<file path="config.mk">
export PLATFORM = sky130hd
export DESIGN_NAME = btn_event_decoder
export DESIGN_NICKNAME = d
export VERILOG_FILES = /design/src/rtl/btn_event_decoder.sv
export SDC_FILE = /design/constraint.sdc
export NUM_CORES = 1
export LEC_CHECK = 0
export BUFFER_PORTS_ARGS = -buffer_cell sky130_fd_sc_hd__buf_4
export CAP_MARGIN = 20
export CORE_MARGIN = 2
export CORE_UTILIZATION = 40
export CTS_CLUSTER_DIAMETER = 200
export DETAILED_ROUTE_END_ITERATION = 8
export PLACE_DENSITY_LB_ADDON = 0.08
export SLEW_MARGIN = 10
export SYNTH_ARGS = -nofsm -noshare
export SYNTH_HDL_FRONTEND = slang
export SYNTH_SLANG_ARGS = --single-unit
export TNS_END_PERCENT = 100
</file>
<file path="constraint.sdc">
create_clock -name clk -period 4.22 [get_ports clk]
set_input_delay 0.844 -clock clk [delete_from_list [all_inputs] [get_ports clk]]
set_output_delay 0.844 -clock clk [all_outputs]
set_load 0.005 [all_outputs]
</file>
<file path="src/rtl/btn_event_decoder.sv">
// ---------------------------------------------------------------------------
// btn_event_decoder
//
// Turns a clean, debounced button level into gesture events: short click,
// double click, long press, auto-repeat while held, and long-press release.
// Events leave through a 1-deep holding register.
//
// Handshake: an event is presented while ev_valid=1 and is consumed on a clk
// edge where ev_valid & ev_ready. While ev_valid=1 and ev_ready=0, ev_code
// holds steady. An event generated in that situation is lost and flagged on
// the sticky ev_drop.
//
// Ports
//   clk       in   system clock
//   n_reset   in   asynchronous reset, active-low
//   btn_in    in   debounced button level (1 = pressed), synchronous to clk
//   pressed   out  registered copy of btn_in
//   ev_valid  out  event available
//   ev_code   out  1=SHORT 2=DOUBLE 3=LONG 4=REPEAT 5=LONG_REL, 0 when idle
//   ev_ready  in   consumer accepts the event
//   ev_drop   out  sticky flag: an event was lost because the register was full
//   drop_clr  in   clears ev_drop; a new drop in the same cycle wins
// ---------------------------------------------------------------------------
module btn_event_decoder #(
    parameter int CNT_W      = 28,
    parameter int LONG_CYC   = 50_000_000,
    parameter int DCLICK_CYC = 25_000_000,
    parameter int REPEAT_CYC = 10_000_000,
    parameter bit REPEAT_EN  = 1'b1
) (
    input  logic       clk,
    input  logic       n_reset,
    input  logic       btn_in,
    output logic       pressed,
    output logic       ev_valid,
    output logic [2:0] ev_code,
    input  logic       ev_ready,
    output logic       ev_drop,
    input  logic       drop_clr
);

    localparam logic [2:0] EV_NONE     = 3'd0;
    localparam logic [2:0] EV_SHORT    = 3'd1;
    localparam logic [2:0] EV_DOUBLE   = 3'd2;
    localparam logic [2:0] EV_LONG     = 3'd3;
    localparam logic [2:0] EV_REPEAT   = 3'd4;
    localparam logic [2:0] EV_LONG_REL = 3'd5;

    // A timeout fires on the edge where cnt reaches limit-1, so cnt never
    // has to count past these values.
    localparam logic [CNT_W-1:0] LONG_LAST   = CNT_W'(LONG_CYC - 1);
    localparam logic [CNT_W-1:0] DCLICK_LAST = CNT_W'(DCLICK_CYC - 1);
    localparam logic [CNT_W-1:0] REPEAT_LAST = CNT_W'(REPEAT_CYC - 1);

    typedef enum logic [2:0] {
        S_IDLE,
        S_PRESSED,
        S_WAIT2,
        S_PRESSED2,
        S_HELD
    } state_t;

    state_t           state;
    state_t           state_nxt;
    logic [CNT_W-1:0] cnt;
    logic             btn_q;
    logic             armed;
    logic             rise;
    logic             fall;
    logic             cnt_clr;
    logic             emit;
    logic [2:0]       emit_code;

    assign rise    = btn_in & ~btn_q;
    assign fall    = ~btn_in & btn_q;
    assign pressed = btn_q;

    // Next-state and event decode. A button edge is always tested before
    // the timeout, so the edge wins when both occur on the same clk edge.
    always_comb begin
        state_nxt = state;
        cnt_clr   = 1'b0;
        emit      = 1'b0;
        emit_code = EV_NONE;
        case (state)
            S_IDLE: begin
                cnt_clr = 1'b1;
                // armed blocks a button that is already down at reset
                // release from being seen as a fresh press.
                if (rise && armed) begin
                    state_nxt = S_PRESSED;
                end
            end
            S_PRESSED: begin
                if (fall) begin
                    state_nxt = S_WAIT2;
                    cnt_clr   = 1'b1;
                end else if (cnt == LONG_LAST) begin
                    state_nxt = S_HELD;
                    cnt_clr   = 1'b1;
                    emit      = 1'b1;
                    emit_code = EV_LONG;
                end
            end
            S_WAIT2: begin
                if (rise) begin
                    state_nxt = S_PRESSED2;
                    cnt_clr   = 1'b1;
                end else if (cnt == DCLICK_LAST) begin
                    state_nxt = S_IDLE;
                    cnt_clr   = 1'b1;
                    emit      = 1'b1;
                    emit_code = EV_SHORT;
                end
            end
            S_PRESSED2: begin
                if (fall) begin
                    state_nxt = S_IDLE;
                    cnt_clr   = 1'b1;
                    emit      = 1'b1;
                    emit_code = EV_DOUBLE;
                end else if (cnt == LONG_LAST) begin
                    // The first click is swallowed; this becomes a long press.
                    state_nxt = S_HELD;
                    cnt_clr   = 1'b1;
                    emit      = 1'b1;
                    emit_code = EV_LONG;
                end
            end
            S_HELD: begin
                if (fall) begin
                    state_nxt = S_IDLE;
                    cnt_clr   = 1'b1;
                    emit      = 1'b1;
                    emit_code = EV_LONG_REL;
                end else if (!REPEAT_EN) begin
                    // Nothing is timed here without repeat; park the counter.
                    cnt_clr = 1'b1;
                end else if (cnt == REPEAT_LAST) begin
                    cnt_clr   = 1'b1;
                    emit      = 1'b1;
                    emit_code = EV_REPEAT;
                end
            end
            default: begin
                state_nxt = S_IDLE;
                cnt_clr   = 1'b1;
            end
        endcase
    end

    always_ff @(posedge clk or negedge n_reset) begin
        if (!n_reset) begin
            state    <= S_IDLE;
            cnt      <= '0;
            btn_q    <= 1'b0;
            armed    <= 1'b0;
            ev_valid <= 1'b0;
            ev_code  <= EV_NONE;
            ev_drop  <= 1'b0;
        end else begin
            btn_q <= btn_in;
            armed <= armed | ~btn_in;
            state <= state_nxt;
            cnt   <= cnt_clr ? '0 : cnt + 1'b1;

            // Holding register: load when empty or being drained this edge,
            // otherwise drop the new event and keep the held one.
            if (emit) begin
                if (!ev_valid || ev_ready) begin
                    ev_valid <= 1'b1;
                    ev_code  <= emit_code;
                end
            end else if (ev_valid && ev_ready) begin
                ev_valid <= 1'b0;
                ev_code  <= EV_NONE;
            end

            if (emit && ev_valid && !ev_ready) begin
                ev_drop <= 1'b1;
            end else if (drop_clr) begin
                ev_drop <= 1'b0;
            end
        end
    end

endmodule

</file>
==> Yosys cells after proc, flatten, opt, wreduce, memory -nomap -nowiden <==
Index checks and enable logic that the tools add are counted.
{ "op_classes": {"bitwise": 5, "n_eq_ne": 11, "muxes": 35, "addsub": 1, "n_reduce_logical": 13} }
{ "ops": {"columns": ["cell", "n"], "rows": [
  ["$mux W3", 13],
  ["$add A28 B1 Y28 const B", 1],
  ["$eq A28 B24 Y1 const B", 1],
  ["$eq A28 B25 Y1 const B", 1],
  ["$eq A28 B26 Y1 const B", 1],
  ["$mux W28", 1],
  ["$mux W1", 15],
  ["$pmux W3 S5", 1],
  ["$pmux W3 S4", 1],
  ["$eq A3 B2 Y1 const B", 2],
  ["$logic_and A1 B1 Y1", 4],
  ["$mux W2", 2],
  ["$ne A2 B2 Y1 const B", 2],
  ["$pmux W1 S4", 1],
  ["$reduce_bool A2 Y1", 2],
  ["$eq A3 B1 Y1 const B", 1],
  ["$eq A3 B3 Y1 const B", 1],
  ["$logic_not A3 Y1", 1],
  ["$ne A3 B3 Y1 const B", 1],
  ["$pmux W1 S3", 1],
  ["$reduce_and A3 Y1", 1],
  ["$and A1 B1 Y1", 2],
  ["$logic_not A1 Y1", 2],
  ["$ne A2 B1 Y1 const B", 1],
  ["other kinds (5)", 6]
]} }
{ "word_totals": {"elab_cells": 72, "inputBits": 5, "regBits": 38} }

==> Logic depth before layout (Yosys ltp) <==
Gate-level depths: netlist (run 1).
{ "depth": {"ltp_word": 7, "mapped_depth": 9} }

==> Worst setup path before layout (run 1) <==
Ideal clock, no wire load.
{ "synth_path": {"path_type": "register to register", "start": "register cnt[0]", "end": "register ev_code[0]", "period_less_slack_ps": 2250, "stages_incl_launch_ff": 9, "arrival_ps": 2128, "path_slack_ps": 1970, "required_time_ps": 4098, "setup_ps": 122, "cell_sequence": "dfrtp_1 -> ha_1 -> and3_1 -> clkbuf_1 -> nand2_1 -> nor4_2 -> a21oi_1 -> or4b_1 -> o2111a_1"} }
{ "synth_between": {"elab_chain_cells": 6, "word_cells_on_any_way": 22} }
{ "synth_lines": {"columns": ["item", "line", "rtl"], "rows": [
  ["start, declared", "65", "logic [CNT_W-1:0] cnt;"],
  ["start signal, assigned", "165", "cnt <= cnt_clr ? '0 : cnt + 1'b1;"],
  ["$eq A28 B24 Y1, or another cell as far along", "139", "end else if (cnt == REPEAT_LAST) begin"],
  ["$mux W1, or another cell as far along", "139", null],
  ["$mux W1, or another cell as far along", "131", "if (fall) begin"],
  ["$pmux W1 S4 or $pmux W3 S4 (tied branches)", "85", "case (state)"],
  ["$ne A2 B1 Y1 (no source line), or another cell as far along", null, null],
  ["$reduce_and A2 Y1 (no source line) or $mux W3 (tied branches)", null, null],
  ["end signal, assigned", "172", "ev_code <= emit_code;"],
  ["end, declared", "36", "output logic [2:0] ev_code,"]
]} }
Several ways; a longest one is shown, not always the timed one. The select of a mux whose other input is x is not followed.
A chain may end at the register's enable or synchronous reset.

==> Worst setup path after layout (run 1) <==
{ "layout_path": {"start": "register cnt[7]", "end": "register cnt[2]"} }
{ "layout_between": {"elab_chain_cells": 5, "word_cells_on_any_way": 11} }
{ "layout_lines": {"columns": ["item", "line"], "rows": [
  ["$eq A28 B24 Y1, or another cell as far along", "139"],
  ["$mux W1, on equally long branches", null],
  ["$mux W1, on equally long branches", "131, 106, 117"],
  ["$pmux W1 S3 (*)", "85"],
  ["$mux W28 (*)", "165"]
]} }
Mark *: on every way between the ends. The rest lies on a longest branch, timed or not.

==> results of run 1 <==
[path summary, 6_finish.rpt]
check	from	endpoint	slack, ps	depth (start not counted)
setup / recovery	cnt[7]	cnt[2]	1680	6
hold / removal	armed	armed	480	1
setup reg to reg	cnt[7]	cnt[2]	1680	6
hold reg to reg	armed	armed	480	1
max in group asynchronous	n_reset	cnt[11]	3380	1
min in group asynchronous	n_reset	pressed	510	1
[Yosys cell counts (all sizes together) (2+ instances only)]
| master | instances | area [µm²] |
|---|---|---|
| nand3 | 14 | 75.07 |
| or3b | 4 | 35.04 |
| inv | 3 | 11.26 |
| and3 | 6 | 37.54 |
| buf | 2 | 22.52 |
| nand4 | 5 | 31.28 |
| o22ai | 2 | 12.51 |
| nor4 | 3 | 46.29 |
| clkbuf | 2 | 7.510 |
| nand2 | 24 | 92.59 |
| dfrtp | 38 | 950.9 |
| and4 | 6 | 52.55 |
| xor2 | 16 | 140.1 |
| a21oi | 6 | 30.03 |
| nand2b | 6 | 37.54 |
| nor3b | 2 | 15.01 |
| xnor2 | 10 | 87.58 |
| or4 | 4 | 33.78 |
| nor2 | 42 | 157.7 |
| nand3b | 2 | 15.01 |
| o21ai | 4 | 20.01 |
| nor2b | 3 | 18.77 |
[state kept, by name, summed over array words and instances (netlist names)]
name,count
ev_code,3
state,3
cnt,28
ev_drop,1
pressed,1
ev_valid,1
armed,1
[routing by layer]
layer	up-vias	GRT usage [%]	part of all wire, %
li1	777	-	-
met1	742	23.12	47
met2	27	25.99	47
met3	8	3.968	3.8
met4	0	5.263	1.6
met5	-	0	0
[power groups by stage]
stage               Clock (mW)  Combinational (mW)  Sequential, mW
floorplan                    0              0.0912           0.428
global placement             0               0.129           0.432
detailed placement           0               0.133           0.434
CTS                      0.241               0.133           0.428
global route             0.260               0.149           0.433
finish                   0.232               0.131           0.427
[critical path, stage by stage, from the launching register on]
cell and delay (ps):
dfrtp_1 440, or4_4 560, or3_1 430, nor4_4 330
o21ai_1 120, nand3_2 400, nor2_1 110
[cell families (layout without fill, tap and decap cells)]
kind of cell             count (synthesis)  in the layout
AO/OA/AOI/OAI                           18             18
XOR/XNOR                                26             26
adder cells (fa/ha/maj)                  1              1
buffers and inverters                    7             20
flip-flops                              38             38
AND/OR/NAND/NOR                        127            127
[area by class of cell]
type | instances | area, µm² | share of cell area, %
clock buffers | 7 | 76.32 | 3.400
inverters | 3 | 11.26 | 0.5017
multi-input cells | 172 | 1047 | 46.66
flip-flops and latches | 38 | 950.9 | 42.36
well taps | 67 | 83.83 | 3.735
repair buffers | 10 | 75.07 | 3.344
==> impl_metrics.ini, run 1 <==
[yosys]
async_flop_share_pct = 100.0
synth_edf_count = 0
postSynthAreaPerCell_um2 = 9.398
synthAdderAreaFrac_pct = 0.6135
synth_xor_area_share_pct = 11.17
synth_simple_gate_area_share_pct = 34.11
yosys_most_used_dff = dfrtp_1
synth_nets = 223
synth_compound_area_share_pct = 5.460
ys_seq_area_share_pct = 46.63
synth_top_family_by_area = simple AND/OR/NAND/NOR gates
synth_area_um2 = 2039
syn_inst = 217
ys_ff_latch = 38
ys.warnings.count = 0
synth.distinct_cells = 41
synthMuxAreaShare_pct = 0

[timing]
rsz0062_at_grt = no
fin_crit_sh_pct = 60.09
drv_slew = 0
tns_ps = 0
hold_slack_ps = 475.1
tightest_slew_ps = 556.9
fmax_mhz = 394.4
finalClockSkew_ps = 8.405
min_period_ps = 2536
hold_viol = 0
worst_slack_ps = 1684
finalSetupViolations = 0
relSlewSlack_pct = 62.83

[power_and_ir_drop]
intPower_mw = 0.5671
p_seq_share_pct = 54.1
power_mw = 0.7903
clkPwrFrac_pct = 29.4
swShare_pct = 28.24
powerDensity_nw_per_um2 = 352.1
power_switching_mw = 0.2232
pwr-share-comb_pct = 16.5
ir_worst_vdd_mv = 0.2030
leakage_nw = 0.9552

[grt]
grt_pass1_vias = 1513
grt_pass1_wl_um = 7162
grt_max_degree = 39
grt.total_usage_pct = 16.69
antenna_found_initial = 0
grt-ovfl-total = 0

[clocking]
postCtsSetupBuffers = 0
cts.hold.buffers_added = 0
cts_tree = built
numCtsBuffers = 5
clock_latency_ps = 290
clk_path_buf_depth = 2
cts_resized = 0
cts.sinks = 38
clk_pin_slew_worst_paths_ps = 70
cts_root_buffer = clkbuf_8
h-tree-depth = 2

[worst_setup_path]
critPathArrivalTime_ps = 2680
path_class = register to register
critPathCaptureType = register
worstPathRequired_ps = 4370
start_kind = register
critPathMaxFanout = 28

[routing]
drtAntennaViolNets = 0
wirelength_um = 3995
via_per_inst = 5.232
drcViolationCount = 0
vias = 1554
drt_first_pass_iters = 4
wl_per_cell_um = 13.45
drtIter0Drc = 51

[placed_design]
gp_congestion = 0.8277
placed_cells = 290
pre_cts_slack_ps = 1676
io_buffers = 10
dp_hpwl_um = 2932
place_area_um2 = 2168

[final_layout]
final_core_util_pct = 46.60
final_cells = 297
layout_commonest_cell = nor2_1
area_growth_pct = 10.06
final_area_um2 = 2245
fillers = 484
final_cell_mix = 42 x nor2_1, 38 x dfrtp_1, 23 x nand2_1
drive_gt1_share_pct = 10.00
layout.nets = 236
n_antenna_cell = 0

[floorplanning]
coreArea_um2 = 4817
die_h_um = 75.41
rows = 25
io_pins = 11
die_area_um2 = 5686
start_util_pct = 42.34
dieWidth_um = 75.41

[job]
cap_violations = 0

[min_path]
min_path_type = register to register

[run_status]
status = finished clean
Note: power is estimated with default switching activity, not from simulation.
==> inputs of run 2 (changes only) <==
- clock period: 4.22 -> 2.1 ns (I/O delays scaled with it)
==> impl_metrics.ini, run 2 (synthesis gave the netlist of run 1 again) <==
[timing]
drv_slew = 0
fmax_mhz = 469.4
fin_crit_sh_pct = 101.5
finalClockSkew_ps = 10.54
worst_slack_ps = -30.51
tightest_slew_ps = 471.0
hold_slack_ps = 83.98
relSlewSlack_pct = 68.60
finalSetupViolations = 21
rsz0062_at_grt = yes
tns_ps = -227.5
hold_viol = 0
min_period_ps = 2131

[routing]
drtAntennaViolNets = 0
vias = 1667
drtIter0Drc = 103
wirelength_um = 4367
drcViolationCount = 0
drt_first_pass_iters = 4
via_per_inst = 5.145
wl_per_cell_um = 13.48

[clocking]
numCtsBuffers = 5
h-tree-depth = 2
cts_root_buffer = clkbuf_8
clk_path_buf_depth = 2
postCtsSetupBuffers = 0
cts.sinks = 38
clock_latency_ps = 290
cts_tree = built
clk_pin_slew_worst_paths_ps = 80
cts.hold.buffers_added = 0

[worst_setup_path]
critPathArrivalTime_ps = 2360
regToRegEndpoint = ev_code[0]
crit_path_end = ev_code[0]
path_class = register to register
start_kind = register
critPathCaptureType = register
r2r-start = cnt[27]
crit_start = cnt[27]
rr_worst_depth = 6
worstPathRequired_ps = 2330
critPathMaxFanout = 6
regToRegSetupSlack_ps = -30

[grt]
grt_max_degree = 39
grt-ovfl-total = 0
antenna_found_initial = 0
grt_pass1_wl_um = 7458
grt_pass1_vias = 1662
grt.total_usage_pct = 17.72

[placed_design]
placed_cells = 316
dp_hpwl_um = 3255
gp_congestion = 0.8629
io_buffers = 10

[final_layout]
final_core_util_pct = 52.99
final_cell_mix = 41 x nor2_1, 38 x dfrtp_1, 34 x buf_4
layout.nets = 262
n_antenna_cell = 0
drive_gt1_share_pct = 23.74
area_growth_pct = 25.15
reg.largest.list = cnt (28), ev_code (3), state (3)
final_cells = 324
largest_reg_flops = 28
top_register = cnt
fillers = 453
layout_commonest_cell = nor2_1

[floorplanning]
die_h_um = 75.41
start_util_pct = 42.34
rows = 25
die_area_um2 = 5686
dieWidth_um = 75.41
coreArea_um2 = 4817
io_pins = 11

[power_and_ir_drop]
clkPwrFrac_pct = 32.4
ir_worst_vdd_mv = 0.3070
intPower_mw = 1.311
powerDensity_nw_per_um2 = 701.2
p_seq_share_pct = 46.9
pwr-share-comb_pct = 20.7
swShare_pct = 26.78
leakage_nw = 1.123
power_switching_mw = 0.4793

[min_path]
min_path_type = input pin to async pin

[run_status]
violations = setup timing
status = complete, but fails checks

[job]
cap_violations = 0
## run 2: metal layers
layer	global-route usage, %	vias to the layer above	share of wire [%]
li1	-	827	-
met1	22.26	813	47
met2	28.99	21	50
met3	4.762	6	2.0
met4	7.212	0	1.4
met5	0	-	0
## run 2: worst min path at each step
stage | from | end | slack (ps) | cells after the start
after detailed placement | n_reset | state[0] | 420 | 1
final | n_reset | cnt[14] | 80 | 1
after floorplan | n_reset | armed | 120 | 0
after global placement | n_reset | state[0] | 410 | 1
after CTS | n_reset | state[0] | 100 | 1
after global routing | n_reset | state[0] | 110 | 1
## run 2: what timing repair did
action	4_1_cts	5_1_grt
endpoints found under the setup margin	31	32
resized for setup	1	6
pin swaps	5	1
## run 2: worst max-delay path, cell delays in order, from the launching register on
cell,delay [ps]
dfrtp_1,380
or4_4,560
or3_4,410
nor4_4,210
nand2_2,150
or4b_1,190
o2111a_1,180
## run 2: stage by stage
step	total power [mW]	setup WS, ps	cell area, µm²
after floorplan	1.043	-16.67	2071
after global placement	1.209	-9.665	2419
after detailed placement	1.220	-33.43	2419
after CTS	1.818	-48.31	2532
after global routing	1.906	-86.55	2552
final	1.790	-30.51	2552
## run 2: area by class of cell
cell class	instances	area (µm²)	share of cell area [%]
repair buffers	36	295.3	11.57
inverters	3	11.26	0.4412
flip-flops and latches	38	950.9	37.25
multi-input cells	172	1101	43.14
clock buffers	8	110.1	4.314
well taps	67	83.83	3.284
## run 2: power groups by stage
stage | Combinational (mW) | Clock (mW) | Sequential (mW)
4_1_cts | 0.372 | 0.608 | 0.838
6_report | 0.371 | 0.580 | 0.839
5_1_grt | 0.414 | 0.646 | 0.846
2_1_floorplan | 0.182 | 0 | 0.860
3_3_place_gp | 0.361 | 0 | 0.848
3_5_place_dp | 0.367 | 0 | 0.853
